--- src/rtl/hazard_ctrl_if.sv ---
// Pipeline <-> hazard controller bundle: stage register addresses and enables in, stall/flush/forward controls out.
// Latency: none, this is wiring only.
// Backpressure: pc_stop holds the front end and id_ex_bubble/if_id_flush squash slots; there is no valid/ready pair.
interface hazard_ctrl_if;
    logic [4:0] id_rs1_addr;
    logic [4:0] id_rs2_addr;
    logic       id_rs1_used;
    logic       id_rs2_used;
    logic [4:0] ex_rs1_addr;
    logic [4:0] ex_rs2_addr;
    logic [4:0] ex_rd_addr;
    logic       ex_reg_write;
    logic       ex_mem_read;
    logic [4:0] mem_rd_addr;
    logic       mem_reg_write;
    logic [4:0] wb_rd_addr;
    logic       wb_reg_write;
    logic       ex_branch_taken;
    logic       ex_muldiv_start;
    logic       muldiv_done;
    logic       pc_stop;
    logic       if_id_flush;
    logic       id_ex_bubble;
    logic [1:0] fwd_a_sel;
    logic [1:0] fwd_b_sel;
    logic       md_timeout;
    logic [1:0] hz_state;

    // Pipeline side: presents stage state, consumes hazard controls.
    modport master (
        output id_rs1_addr, id_rs2_addr, id_rs1_used, id_rs2_used,
        output ex_rs1_addr, ex_rs2_addr, ex_rd_addr, ex_reg_write, ex_mem_read,
        output mem_rd_addr, mem_reg_write, wb_rd_addr, wb_reg_write,
        output ex_branch_taken, ex_muldiv_start, muldiv_done,
        input  pc_stop, if_id_flush, id_ex_bubble, fwd_a_sel, fwd_b_sel,
        input  md_timeout, hz_state
    );

    // Hazard controller side.
    modport slave (
        input  id_rs1_addr, id_rs2_addr, id_rs1_used, id_rs2_used,
        input  ex_rs1_addr, ex_rs2_addr, ex_rd_addr, ex_reg_write, ex_mem_read,
        input  mem_rd_addr, mem_reg_write, wb_rd_addr, wb_reg_write,
        input  ex_branch_taken, ex_muldiv_start, muldiv_done,
        output pc_stop, if_id_flush, id_ex_bubble, fwd_a_sel, fwd_b_sel,
        output md_timeout, hz_state
    );
endinterface

--- src/rtl/hazard_ctrl.sv ---
// Hazard controller for a 5-stage pipeline: load-use / RAW stalls, branch flush, mul/div wait, operand forwarding.
// Latency: stall, flush and forward selects are combinational in the detecting cycle; FSM adds one registered follow-up cycle.
// Backpressure: pc_stop freezes PC, IF/ID and ID/EX; mul/div wait holds until muldiv_done or MULDIV_MAX_CYCLES timeout.
// Build option: define HAZARD_FWD_EN to enable forwarding; without it every EX/MEM RAW match stalls instead.
module hazard_ctrl #(
    parameter int MULDIV_MAX_CYCLES = 34
) (
    input  logic          clk,
    input  logic          rst_n,
    hazard_ctrl_if.slave  bus
);

    typedef enum logic [1:0] {
        RUN        = 2'b00,
        LOAD_STALL = 2'b01,
        MD_WAIT    = 2'b10,
        FLUSH      = 2'b11
    } state_t;

    // Counter value seen in the last permitted wait cycle.
    localparam logic [5:0] MD_LAST = 6'(MULDIV_MAX_CYCLES - 1);

    state_t     state;
    state_t     state_nxt;
    logic [5:0] md_cnt;
    logic       md_timeout;
    logic       md_expire;

    logic       ex_match;
    logic       raw_stall;
    logic       ls_hold;
    logic [1:0] fwd_a;
    logic [1:0] fwd_b;

    logic       pc_stop;
    logic       if_id_flush;
    logic       id_ex_bubble;

    // A used ID source equal to a non-zero destination; x0 never matches.
    function automatic logic id_reads(input logic [4:0] rd,
                                      input logic [4:0] rs1, input logic rs1_used,
                                      input logic [4:0] rs2, input logic rs2_used);
        return (rd != 5'd0) && ((rs1_used && (rs1 == rd)) || (rs2_used && (rs2 == rd)));
    endfunction

    assign ex_match = id_reads(bus.ex_rd_addr, bus.id_rs1_addr, bus.id_rs1_used,
                               bus.id_rs2_addr, bus.id_rs2_used);

`ifdef HAZARD_FWD_EN
    // Forward source for one EX operand; the younger MEM result wins over WB.
    function automatic logic [1:0] fwd_pick(input logic [4:0] src,
                                            input logic [4:0] mem_rd, input logic mem_we,
                                            input logic [4:0] wb_rd,  input logic wb_we);
        logic [1:0] sel;
        sel = 2'b00;
        if (mem_we && (mem_rd != 5'd0) && (mem_rd == src))
            sel = 2'b01;
        else if (wb_we && (wb_rd != 5'd0) && (wb_rd == src))
            sel = 2'b10;
        return sel;
    endfunction

    // Only a load in EX is too late to forward; everything else is bypassed.
    assign raw_stall = ex_match && bus.ex_reg_write && bus.ex_mem_read;
    // The load reaches MEM after exactly one stall cycle, so that cycle always holds.
    assign ls_hold   = 1'b1;
    assign fwd_a     = fwd_pick(bus.ex_rs1_addr, bus.mem_rd_addr, bus.mem_reg_write,
                                bus.wb_rd_addr, bus.wb_reg_write);
    assign fwd_b     = fwd_pick(bus.ex_rs2_addr, bus.mem_rd_addr, bus.mem_reg_write,
                                bus.wb_rd_addr, bus.wb_reg_write);
`else
    logic mem_match;
    logic unused_no_fwd;

    assign mem_match = id_reads(bus.mem_rd_addr, bus.id_rs1_addr, bus.id_rs1_used,
                                bus.id_rs2_addr, bus.id_rs2_used);
    // No bypass network: any pending EX or MEM writer of an ID source stalls.
    // WB needs no stall because the register file is write-first.
    assign raw_stall = (ex_match && bus.ex_reg_write) || (mem_match && bus.mem_reg_write);
    // The stall cycle keeps holding only while a writer is still in flight.
    assign ls_hold   = raw_stall;
    assign fwd_a     = 2'b00;
    assign fwd_b     = 2'b00;
    assign unused_no_fwd = ^{bus.ex_rs1_addr, bus.ex_rs2_addr, bus.wb_rd_addr, bus.wb_reg_write};
`endif

    // Wait cycles exhausted with no completion seen.
    assign md_expire = (state == MD_WAIT) && !bus.muldiv_done && (md_cnt == MD_LAST);

    // State, wait counter and sticky timeout flag.
    always_ff @(posedge clk or negedge rst_n) begin
        if (!rst_n) begin
            state      <= RUN;
            md_cnt     <= 6'd0;
            md_timeout <= 1'b0;
        end else begin
            state <= state_nxt;
            if ((state == MD_WAIT) && (state_nxt == MD_WAIT))
                md_cnt <= md_cnt + 6'd1;
            else
                md_cnt <= 6'd0;
            if (md_expire)
                md_timeout <= 1'b1;
        end
    end

    // Next state: branch beats mul/div beats load-use in RUN; the other states are fixed-length or wait-bound.
    always_comb begin
        state_nxt = state;
        unique case (state)
            RUN: begin
                if (bus.ex_branch_taken)
                    state_nxt = FLUSH;
                else if (bus.ex_muldiv_start)
                    state_nxt = MD_WAIT;
                else if (raw_stall)
                    state_nxt = LOAD_STALL;
                else
                    state_nxt = RUN;
            end
            LOAD_STALL: state_nxt = RUN;
            MD_WAIT: begin
                if (bus.muldiv_done || md_expire)
                    state_nxt = RUN;
                else
                    state_nxt = MD_WAIT;
            end
            FLUSH:   state_nxt = RUN;
            default: state_nxt = RUN;
        endcase
    end

    // Pipeline controls; everything is forced low while reset is held.
    always_comb begin
        pc_stop      = 1'b0;
        if_id_flush  = 1'b0;
        id_ex_bubble = 1'b0;
        unique case (state)
            RUN: begin
                if (bus.ex_branch_taken) begin
                    // Redirect wins over a simultaneous load-use: squash, do not hold.
                    if_id_flush  = 1'b1;
                    id_ex_bubble = 1'b1;
                end else if (bus.ex_muldiv_start) begin
                    pc_stop      = 1'b0;
                end else if (raw_stall) begin
                    pc_stop      = 1'b1;
                    id_ex_bubble = 1'b1;
                end
            end
            LOAD_STALL: begin
                pc_stop      = ls_hold;
                id_ex_bubble = ls_hold;
            end
            MD_WAIT: begin
                // Release in the same cycle completion is reported.
                pc_stop = !bus.muldiv_done;
            end
            FLUSH: begin
                if_id_flush  = 1'b1;
                id_ex_bubble = 1'b1;
            end
            default: begin
                pc_stop = 1'b0;
            end
        endcase
        if (!rst_n) begin
            pc_stop      = 1'b0;
            if_id_flush  = 1'b0;
            id_ex_bubble = 1'b0;
        end
    end

    assign bus.pc_stop      = pc_stop;
    assign bus.if_id_flush  = if_id_flush;
    assign bus.id_ex_bubble = id_ex_bubble;
    assign bus.fwd_a_sel    = rst_n ? fwd_a : 2'b00;
    assign bus.fwd_b_sel    = rst_n ? fwd_b : 2'b00;
    assign bus.md_timeout   = md_timeout;
    assign bus.hz_state     = state;

endmodule

--- src/flat_wrapper.sv ---
// flat-port wrapper written by rule: the top's interface ports become plain ports
module hazard_ctrl_flat 
#(
    parameter int MULDIV_MAX_CYCLES = 34
)
  (clk, rst_n, bus_id_rs1_addr, bus_id_rs2_addr, bus_id_rs1_used, bus_id_rs2_used, bus_ex_rs1_addr, bus_ex_rs2_addr, bus_ex_rd_addr, bus_ex_reg_write, bus_ex_mem_read, bus_mem_rd_addr, bus_mem_reg_write, bus_wb_rd_addr, bus_wb_reg_write, bus_ex_branch_taken, bus_ex_muldiv_start, bus_muldiv_done, bus_pc_stop, bus_if_id_flush, bus_id_ex_bubble, bus_fwd_a_sel, bus_fwd_b_sel, bus_md_timeout, bus_hz_state);
  hazard_ctrl_if bus_i ();
  input  logic clk;
  input  logic rst_n;
  input wire logic [$bits(bus_i.id_rs1_addr)-1:0] bus_id_rs1_addr;
  input wire logic [$bits(bus_i.id_rs2_addr)-1:0] bus_id_rs2_addr;
  input wire logic [$bits(bus_i.id_rs1_used)-1:0] bus_id_rs1_used;
  input wire logic [$bits(bus_i.id_rs2_used)-1:0] bus_id_rs2_used;
  input wire logic [$bits(bus_i.ex_rs1_addr)-1:0] bus_ex_rs1_addr;
  input wire logic [$bits(bus_i.ex_rs2_addr)-1:0] bus_ex_rs2_addr;
  input wire logic [$bits(bus_i.ex_rd_addr)-1:0] bus_ex_rd_addr;
  input wire logic [$bits(bus_i.ex_reg_write)-1:0] bus_ex_reg_write;
  input wire logic [$bits(bus_i.ex_mem_read)-1:0] bus_ex_mem_read;
  input wire logic [$bits(bus_i.mem_rd_addr)-1:0] bus_mem_rd_addr;
  input wire logic [$bits(bus_i.mem_reg_write)-1:0] bus_mem_reg_write;
  input wire logic [$bits(bus_i.wb_rd_addr)-1:0] bus_wb_rd_addr;
  input wire logic [$bits(bus_i.wb_reg_write)-1:0] bus_wb_reg_write;
  input wire logic [$bits(bus_i.ex_branch_taken)-1:0] bus_ex_branch_taken;
  input wire logic [$bits(bus_i.ex_muldiv_start)-1:0] bus_ex_muldiv_start;
  input wire logic [$bits(bus_i.muldiv_done)-1:0] bus_muldiv_done;
  output wire logic [$bits(bus_i.pc_stop)-1:0] bus_pc_stop;
  output wire logic [$bits(bus_i.if_id_flush)-1:0] bus_if_id_flush;
  output wire logic [$bits(bus_i.id_ex_bubble)-1:0] bus_id_ex_bubble;
  output wire logic [$bits(bus_i.fwd_a_sel)-1:0] bus_fwd_a_sel;
  output wire logic [$bits(bus_i.fwd_b_sel)-1:0] bus_fwd_b_sel;
  output wire logic [$bits(bus_i.md_timeout)-1:0] bus_md_timeout;
  output wire logic [$bits(bus_i.hz_state)-1:0] bus_hz_state;
  assign bus_i.id_rs1_addr = bus_id_rs1_addr;
  assign bus_i.id_rs2_addr = bus_id_rs2_addr;
  assign bus_i.id_rs1_used = bus_id_rs1_used;
  assign bus_i.id_rs2_used = bus_id_rs2_used;
  assign bus_i.ex_rs1_addr = bus_ex_rs1_addr;
  assign bus_i.ex_rs2_addr = bus_ex_rs2_addr;
  assign bus_i.ex_rd_addr = bus_ex_rd_addr;
  assign bus_i.ex_reg_write = bus_ex_reg_write;
  assign bus_i.ex_mem_read = bus_ex_mem_read;
  assign bus_i.mem_rd_addr = bus_mem_rd_addr;
  assign bus_i.mem_reg_write = bus_mem_reg_write;
  assign bus_i.wb_rd_addr = bus_wb_rd_addr;
  assign bus_i.wb_reg_write = bus_wb_reg_write;
  assign bus_i.ex_branch_taken = bus_ex_branch_taken;
  assign bus_i.ex_muldiv_start = bus_ex_muldiv_start;
  assign bus_i.muldiv_done = bus_muldiv_done;
  assign bus_pc_stop = bus_i.pc_stop;
  assign bus_if_id_flush = bus_i.if_id_flush;
  assign bus_id_ex_bubble = bus_i.id_ex_bubble;
  assign bus_fwd_a_sel = bus_i.fwd_a_sel;
  assign bus_fwd_b_sel = bus_i.fwd_b_sel;
  assign bus_md_timeout = bus_i.md_timeout;
  assign bus_hz_state = bus_i.hz_state;
  hazard_ctrl #(.MULDIV_MAX_CYCLES(MULDIV_MAX_CYCLES)) u_core (.clk(clk), .rst_n(rst_n), .bus(bus_i));
endmodule
--- config.mk ---
export PLATFORM = sky130hd
export DESIGN_NAME = hazard_ctrl_flat
export DESIGN_NICKNAME = d
export VERILOG_FILES = /design/src/rtl/hazard_ctrl_if.sv /design/src/rtl/hazard_ctrl.sv /design/src/flat_wrapper.sv
export SDC_FILE = /design/constraint.sdc
export NUM_CORES = 1
export LEC_CHECK = 0
export CAP_MARGIN = 30
export CORE_ASPECT_RATIO = 1.4
export CORE_UTILIZATION = 34
export CTS_BUF_LIST = sky130_fd_sc_hd__clkbuf_8
export DETAILED_ROUTE_END_ITERATION = 16
export GPL_ROUTABILITY_DRIVEN = 1
export PLACE_DENSITY = 0.79
export SYNTH_ARGS = -nofsm -noshare
export SYNTH_HDL_FRONTEND = slang
export SYNTH_SLANG_ARGS = --single-unit
--- constraint.sdc ---
create_clock -name clk -period 1.65 [get_ports clk]
set_input_delay 0.4125 -clock clk [delete_from_list [all_inputs] [get_ports clk]]
set_output_delay 0.4125 -clock clk [all_outputs]
set_load 0.02 [all_outputs]
==> results by stage, run 1 <==
Run status:
- The flow ran to the end, but the final reports show violations.
- The final reports fail on setup timing.

STA:
- The part of the cycle the worst path needs is 1.30.
- Between clock sinks in the finished design, the worst skew comes to 0.859 ps.
- The final count of pins violating max slew came to 0.
- The smallest setup slack after layout is -498 ps.
- Setup violations remaining at the end of the flow were counted as 3.
- The tightest hold path in the finished design has a slack of 479 ps.
- Setup repair after global routing could not meet its margin everywhere.
- Derived from the worst setup path, the maximum achievable clock frequency is 466 MHz.
- The final critical-path required period is 2150 ps.
- The number of failing hold endpoints at the final stage was 0.

Setup path:
- In this run the worst path has a maximum fanout of 3.
- Data on the critical path is required at its endpoint by 1240 ps.
- STA classifies the critical path startpoint as a primary input.
- The setup path with the least slack is of type primary input to primary output.
- STA classifies the critical path endpoint as a primary output.
- The arrival time of data at the critical path endpoint is 1740 ps.

Detailed routing:
- The number of search-and-repair iterations in the first detailed-routing pass is 3.
- Summed over all layers, the routed wires come to 2.65 mm.
- The detail route stage leaves a number of antenna-violating nets equal to 0.
- The routed metal-1 wirelength is 924 µm.
- The DRC violations left is 0.
- Detailed routing placed a total of 1.50 mm of wire on met2.
- In the detailed route, the total length drawn on met3 is 166 µm.
- After detailed routing, the average wire length per cell comes to 13.9 µm.
- The count of routing violations after the opening detailed-route iteration is 8.
- The topmost layer with routed signal wires is met4.
- The total vias in the final route is 915.
- The detail-routed via count per cell is 4.79.

Placement:
- Once placement completed, the tool counted placed cells totaling 184.
- The setup slack at placement is -1350 ps.
- The placed wire-length estimate after detailed placement is 2.07 mm.
- In this run the tool buffered the top-level ports with 34 buffer cells.
- Routability-driven placement finished with a final weighted congestion of 0.903.

Layout:
- Relative to the synthesized area, the layout overhead comes to 86.5%.
- The filler cells instantiated in the layout total 196.
- Leaving out fill and tap cells, the most frequent cells in the layout are sky130_fd_sc_hd__buf_4, sky130_fd_sc_hd__xor2_1, sky130_fd_sc_hd__nor2_1, sky130_fd_sc_hd__buf_6.
- The post-route non-filler standard cell count is 191.
- The most frequent standard cell in the layout excluding fill and tap cells is sky130_fd_sc_hd__buf_4.
- Of the cells placed in the final design, the portion with a size suffix greater than 1 is 0.503.
- The repair_antennas step left the layout with diodes totalling 0.
- The number of nets in the layout is 213.

Synth:
- The portion of synthesized area spent on multiplexers is 0.
- Each instance of the synthesized netlist takes up on average 8.98 µm².
- The total of warnings raised by yosys is 0.
- Of the total synthesized cell area, the portion taken by AND, OR, NAND and NOR gates is 0.194.
- Of the total synthesized cell area, the portion taken by XOR and XNOR cells is 0.241.
- The share of the synthesized area in compound gates (AO/OA/AOI/OAI) is 0.116.
- The adder-cell share of the synthesized area is 0.129.
- Synthesis instantiated 28 different standard cells from the library.
- The count of mapped cells out of synthesis is 97.
- By area, the combinational part of the netlist is dominated by XOR/XNOR gates.
- After synthesis the netlist holds a flip-flop and latch count of 9.
- In this run, synthesis inferred 0 flip-flops with an integrated enable.
- For this run, the register share of the synthesized area comes to 0.259.
- Summing every instance area after synthesis gives 871 µm².
- In the synthesized netlist the dominant register cell turns out to be sky130_fd_sc_hd__dfrtp_1.
- After synthesis, the share of flip-flops with an asynchronous set or reset is 1.00.

Clocking:
- For the worst-skew pair, the clock arrives at the later sink with an insertion delay of 240 ps.
- The TritonCTS clock tree is built.
- The buffer cell driving the clock tree root is sky130_fd_sc_hd__clkbuf_8.
- The CTS sink count is 9.
- Buffers inserted during clock tree synthesis total 3.
- The deepest clock path buffer count is 2.
- The cts-stage hold buffer count is 0.
- Clock-pin slew was measured on the worst setup and hold paths at 50 ps.
- The count of H-tree levels built during CTS is 1.

Global route:
- The largest net degree at the start of global routing is 10.
- The number of global-route vias before repair is 996.
- The wire length of the first global-routing pass is 4.17 mm.
- The initial antenna violation count is 0.
- The total routing resource utilization after global routing is 0.206.
- Summed over all layers, the global routing overflow is 0.

Power and ir drop:
- For this design the ratio of total power to cell area is 965 nW/µm².
- The total design power is 1.57 mW.
- Summed over all cells, the static leakage comes to 0.697 nW.
- VDD sags by at most 0.612 mV.

Die:
- The initial utilization of the core area, before any placement, comes to 0.360.
- The die footprint is 2770 µm².
- The region available for standard cell placement spans 2420 µm².
- The die is 44.8 µm wide.
- The die is 61.9 µm tall.
- The number of rows created at floorplan is 21.
- In this run the count of I/O pins placed on the die edge is 56.

Min path:
- The worst min-delay path category is flip-flop to flip-flop.

Job:
- The count of max-cap constraint violations is 0.
[flip-flops by register name, summed over array words and instances, names as in the netlist]
name                   cells
u_core.md_cnt              6
u_core.bus.hz_state        2
u_core.bus.md_timeout      1
[logic make-up (layout without fill, tap and decap cells)]
| group | Yosys count | in the layout |
|---|---|---|
| fa+ha+maj | 9 | 9 |
| other cells | 1 | 4 |
| flops | 9 | 9 |
| xor+xnor | 24 | 24 |
| compound gates | 14 | 14 |
| buf+inv | 9 | 66 |
| simple gates | 31 | 31 |
[cell usage after synthesis (all sizes together), types with 3 or more instances]
cell type | instances | area (µm²)
inv | 5 | 18.8
nor4 | 4 | 31.3
xor2 | 18 | 158
buf | 4 | 30.0
nand2 | 4 | 15.0
dfrtp | 9 | 225
o21ai | 5 | 28.8
nand2b | 3 | 18.8
xnor2 | 6 | 52.6
ha | 9 | 113
nor2 | 9 | 33.8
[final cells by class]
| class | instances | area (µm²) | area share |
|---|---|---|---|
| Multi-Input combinational cell | 82 | 796 | 0.490 |
| Tap cell | 34 | 42.5 | 0.0262 |
| Sequential cell | 9 | 228 | 0.140 |
| Clock inverter | 1 | 5.00 | 0.00308 |
| Clock buffer | 3 | 41.3 | 0.0254 |
| Timing Repair Buffer | 57 | 490 | 0.302 |
| Inverter | 5 | 21.3 | 0.0131 |
[per-stage QoR]
stage / setup TNS [ps] / area, µm² / util
after floorplan: -334 / 930 / -
after global placement: -3890 / 1430 / 0.593
after detailed placement: -3850 / 1430 / 0.593
after CTS: -1190 / 1520 / 0.629
after global routing: -1330 / 1620 / 0.672
final: -1200 / 1620 / 0.672
[critical path: stages]
cell and delay [ps]:
sky130_fd_sc_hd__clkdlybuf4s15_2 200, sky130_fd_sc_hd__or4_1 510, sky130_fd_sc_hd__o21ai_1 140, sky130_fd_sc_hd__o22a_2 230, sky130_fd_sc_hd__o32ai_4 100, sky130_fd_sc_hd__buf_6 140
[repair_timing]
action	4_1_cts	5_1_grt
hold endpoints to repair	0	0
pin swaps	16	11
setup buffers	2	1
resized for setup	98	34
setup endpoints to repair	6	11
[path summary, 6_finish.rpt]
path	start	endpoint	slack, ps	cells after the start
min reg2reg	u_core.bus.md_timeout	u_core.bus.md_timeout	480	1
min in group asynchronous	rst_n	u_core.md_cnt[5]	520	2
min	u_core.bus.md_timeout	u_core.bus.md_timeout	480	1
max	bus_mem_rd_addr[0]	bus_pc_stop	-500	6
max reg2reg	u_core.bus.hz_state[0]	u_core.md_cnt[3]	130	8
max in group asynchronous	rst_n	u_core.bus.hz_state[0]	990	2
[per-layer routing]
| layer | global-route usage | vias up |
|---|---|---|
| met5 | 0 | - |
| met2 | 0.405 | 42 |
| li1 | - | 440 |
| met4 | 0.0823 | 0 |
| met1 | 0.207 | 427 |
| met3 | 0.0434 | 6 |
[power breakdown]
part | total [mW] | switching (mW) | internal (mW)
sequential | 0.285 | 0.0301 | 0.254
clock | 0.266 | 0.0999 | 0.166
combinational | 1.02 | 0.480 | 0.537
total | 1.57 | 0.610 | 0.957
Note: power is estimated with default switching activity, not from simulation.
==> run 2, diff against run 1 <==
- CTS_CLUSTER_SIZE: unset -> 8
==> results of run 2 <==
The final DEF is identical to that of run 1; final timing and power are the same.
==> RTL edit, RTL diff (settings of run 2) <==
The option `HAZARD_FWD_EN` is turned on by a define.
--- a/src/rtl/hazard_ctrl.sv
+++ b/src/rtl/hazard_ctrl.sv
@@ -2,6 +2,8 @@
 // Latency: stall, flush and forward selects are combinational in the detecting cycle; FSM adds one registered follow-up cycle.
 // Backpressure: pc_stop freezes PC, IF/ID and ID/EX; mul/div wait holds until muldiv_done or MULDIV_MAX_CYCLES timeout.
 // Build option: define HAZARD_FWD_EN to enable forwarding; without it every EX/MEM RAW match stalls instead.
+`define HAZARD_FWD_EN
+
 module hazard_ctrl #(
     parameter int MULDIV_MAX_CYCLES = 34
 ) (
Formal check against the unedited RTL: not equivalent (a bounded check fails within 4 cycles, from zero or initial values and one cycle with rst_n low).
==> RTL edit against run 2 <==
- the flow still finishes with violations (negative setup slack)
- die area grew 12%
- sequential power grew 7.4%
- routed wire length grew 45%
- synthesized area grew 12%
- design area grew 28%
- critical path depth is the same
- maximum frequency grew 0.37%
- sequential cell count is the same
- clock skew is essentially flat
- synthesized cell count grew 12%
- clock power shrank 9.8%
- setup slack gained 7.8 ps
- power shrank 4.7%
- critical endpoint is now bus_fwd_a_sel[1]
- largest cell class unchanged
- largest power group unchanged
==> RTL edit: results (changes against run 2) <==
status finished with violations; failing checks negative setup slack; wire per inst 16.0 um (+15%); Crit-path slowest cell or4_4; Setup violations, final 7 (+4); Fillers 182 (-7.1%); Final Wtd Congestion 0.877 (-2.8%); layout cells sized above 1 52.0% (+1.6 points); met2 WL 2200 um (+47%); met3 wire length 337 um (+100%); Final nets 259 (+22%); sequential share of the synthesized area 23.0% (-2.8 points); first drt pass iteration count 5 (+2); total global-route track usage 23.9% (+3.3 points); DRT iter0 DRCs 25 (+17); Max IR drop VDD 0.428 mV (-30%); Lkg Pwr 0.951 nW (+36%); detailed-placement wirelength estimate 2800 um (+35%); critical path's largest stage delay 570 ps (+60 ps); Hold Path Class in2async; post-place setup slack -1340 ps (+11.1 ps); Worst Setup Slack, final -490 ps (+7.84 ps); clock skew 0.490 ps (-0.369 ps); met1 wire length 1250 um (+35%); Worst-Skew Late Latency 220 ps (-20 ps); synth top area cells dfrtp_1 23%, xor2_1 21%, ha_1 10%, xnor2_1 9.0%, nor2_1 3.1%; first-pass GRT wire length 5440 um (+31%); PortBufs 55 (+62%)
[RTL edit: metrics by stage]
stage	power, mW	TNS (ps)	instances	instance area (sq um)	hold slack (ps)
2_1_floorplan	0.704	-817	109	1080	117
3_3_place_gp	1.07	-8720	225	1860	450
3_5_place_dp	1.11	-9180	225	1860	454
4_1_cts	1.42	-2820	237	1960	464
5_1_grt	1.58	-2990	240	2070	392
6_report	1.49	-2490	240	2070	351
[RTL edit: final cells by class]
class	instances	area share, %
Inverter	3	0.664
Timing Repair Buffer	91	37.9
Multi-Input combinational cell	97	46.1
Sequential cell	9	11.0
Tap cell	36	2.17
Clock buffer	3	1.99
Clock inverter	1	0.181
[RTL edit: what timing repair did]
action,4_1_cts,5_1_grt
hold buffers,0,0
pin swaps,29,21
setup endpoints to repair,10,7
cloned,0,0
setup buffers,8,3
resized for setup,139,60
[RTL edit: per-layer routing]
metal  vias to the layer above  global-route usage (%)
li1                        569                       -
met5                         -                       0
met1                       544                    21.4
met3                         4                    6.59
met4                         0                    3.93
met2                        56                    48.6
[RTL edit: path summary, 6_finish.rpt]
path	start	endpoint	slack (ps)	depth (start not counted)
min in group clk	u_core.bus.md_timeout$_DFFE_PN0P_	u_core.bus.md_timeout$_DFFE_PN0P_	470	1
max	bus_wb_rd_addr[4]	bus_fwd_a_sel[1]	-490	6
max in group asynchronous	rst_n	u_core.bus.hz_state[1]$_DFF_PN0_	1150	4
min	rst_n	u_core.bus.hz_state[0]$_DFF_PN0_	350	4
min reg2reg	u_core.bus.md_timeout$_DFFE_PN0P_	u_core.bus.md_timeout$_DFFE_PN0P_	470	1
max reg2reg	u_core.bus.hz_state[1]$_DFF_PN0_	u_core.md_cnt[3]$_DFF_PN0_	80	6
[RTL edit: kinds of logic (layout without fill, tap and decap cells)]
logic type | after synthesis | count (layout) | synth area share, %
DFF | 9 | 9 | 23.0
buffers and inverters | 3 | 98 | 1.15
xor gates and xnor gates | 34 | 34 | 30.4
AOI/OAI and AO/OA | 13 | 13 | 8.83
adders and majority gates | 8 | 8 | 10.2
and+or+nand+nor | 42 | 42 | 26.3
[RTL edit: power by group]
group	internal [mW]	leakage (nW)	switching, mW
Combinational	0.498	0.804	0.450
Clock	0.161	0.0269	0.0790
Sequential	0.255	0.120	0.0510
[RTL edit: worst max-delay path, delay by kind of cell]
kind                   cells  cell delay (ps)
buffers and inverters      2              260
AND/OR/NAND/NOR            3              950
AO/OA/AOI/OAI              1              100
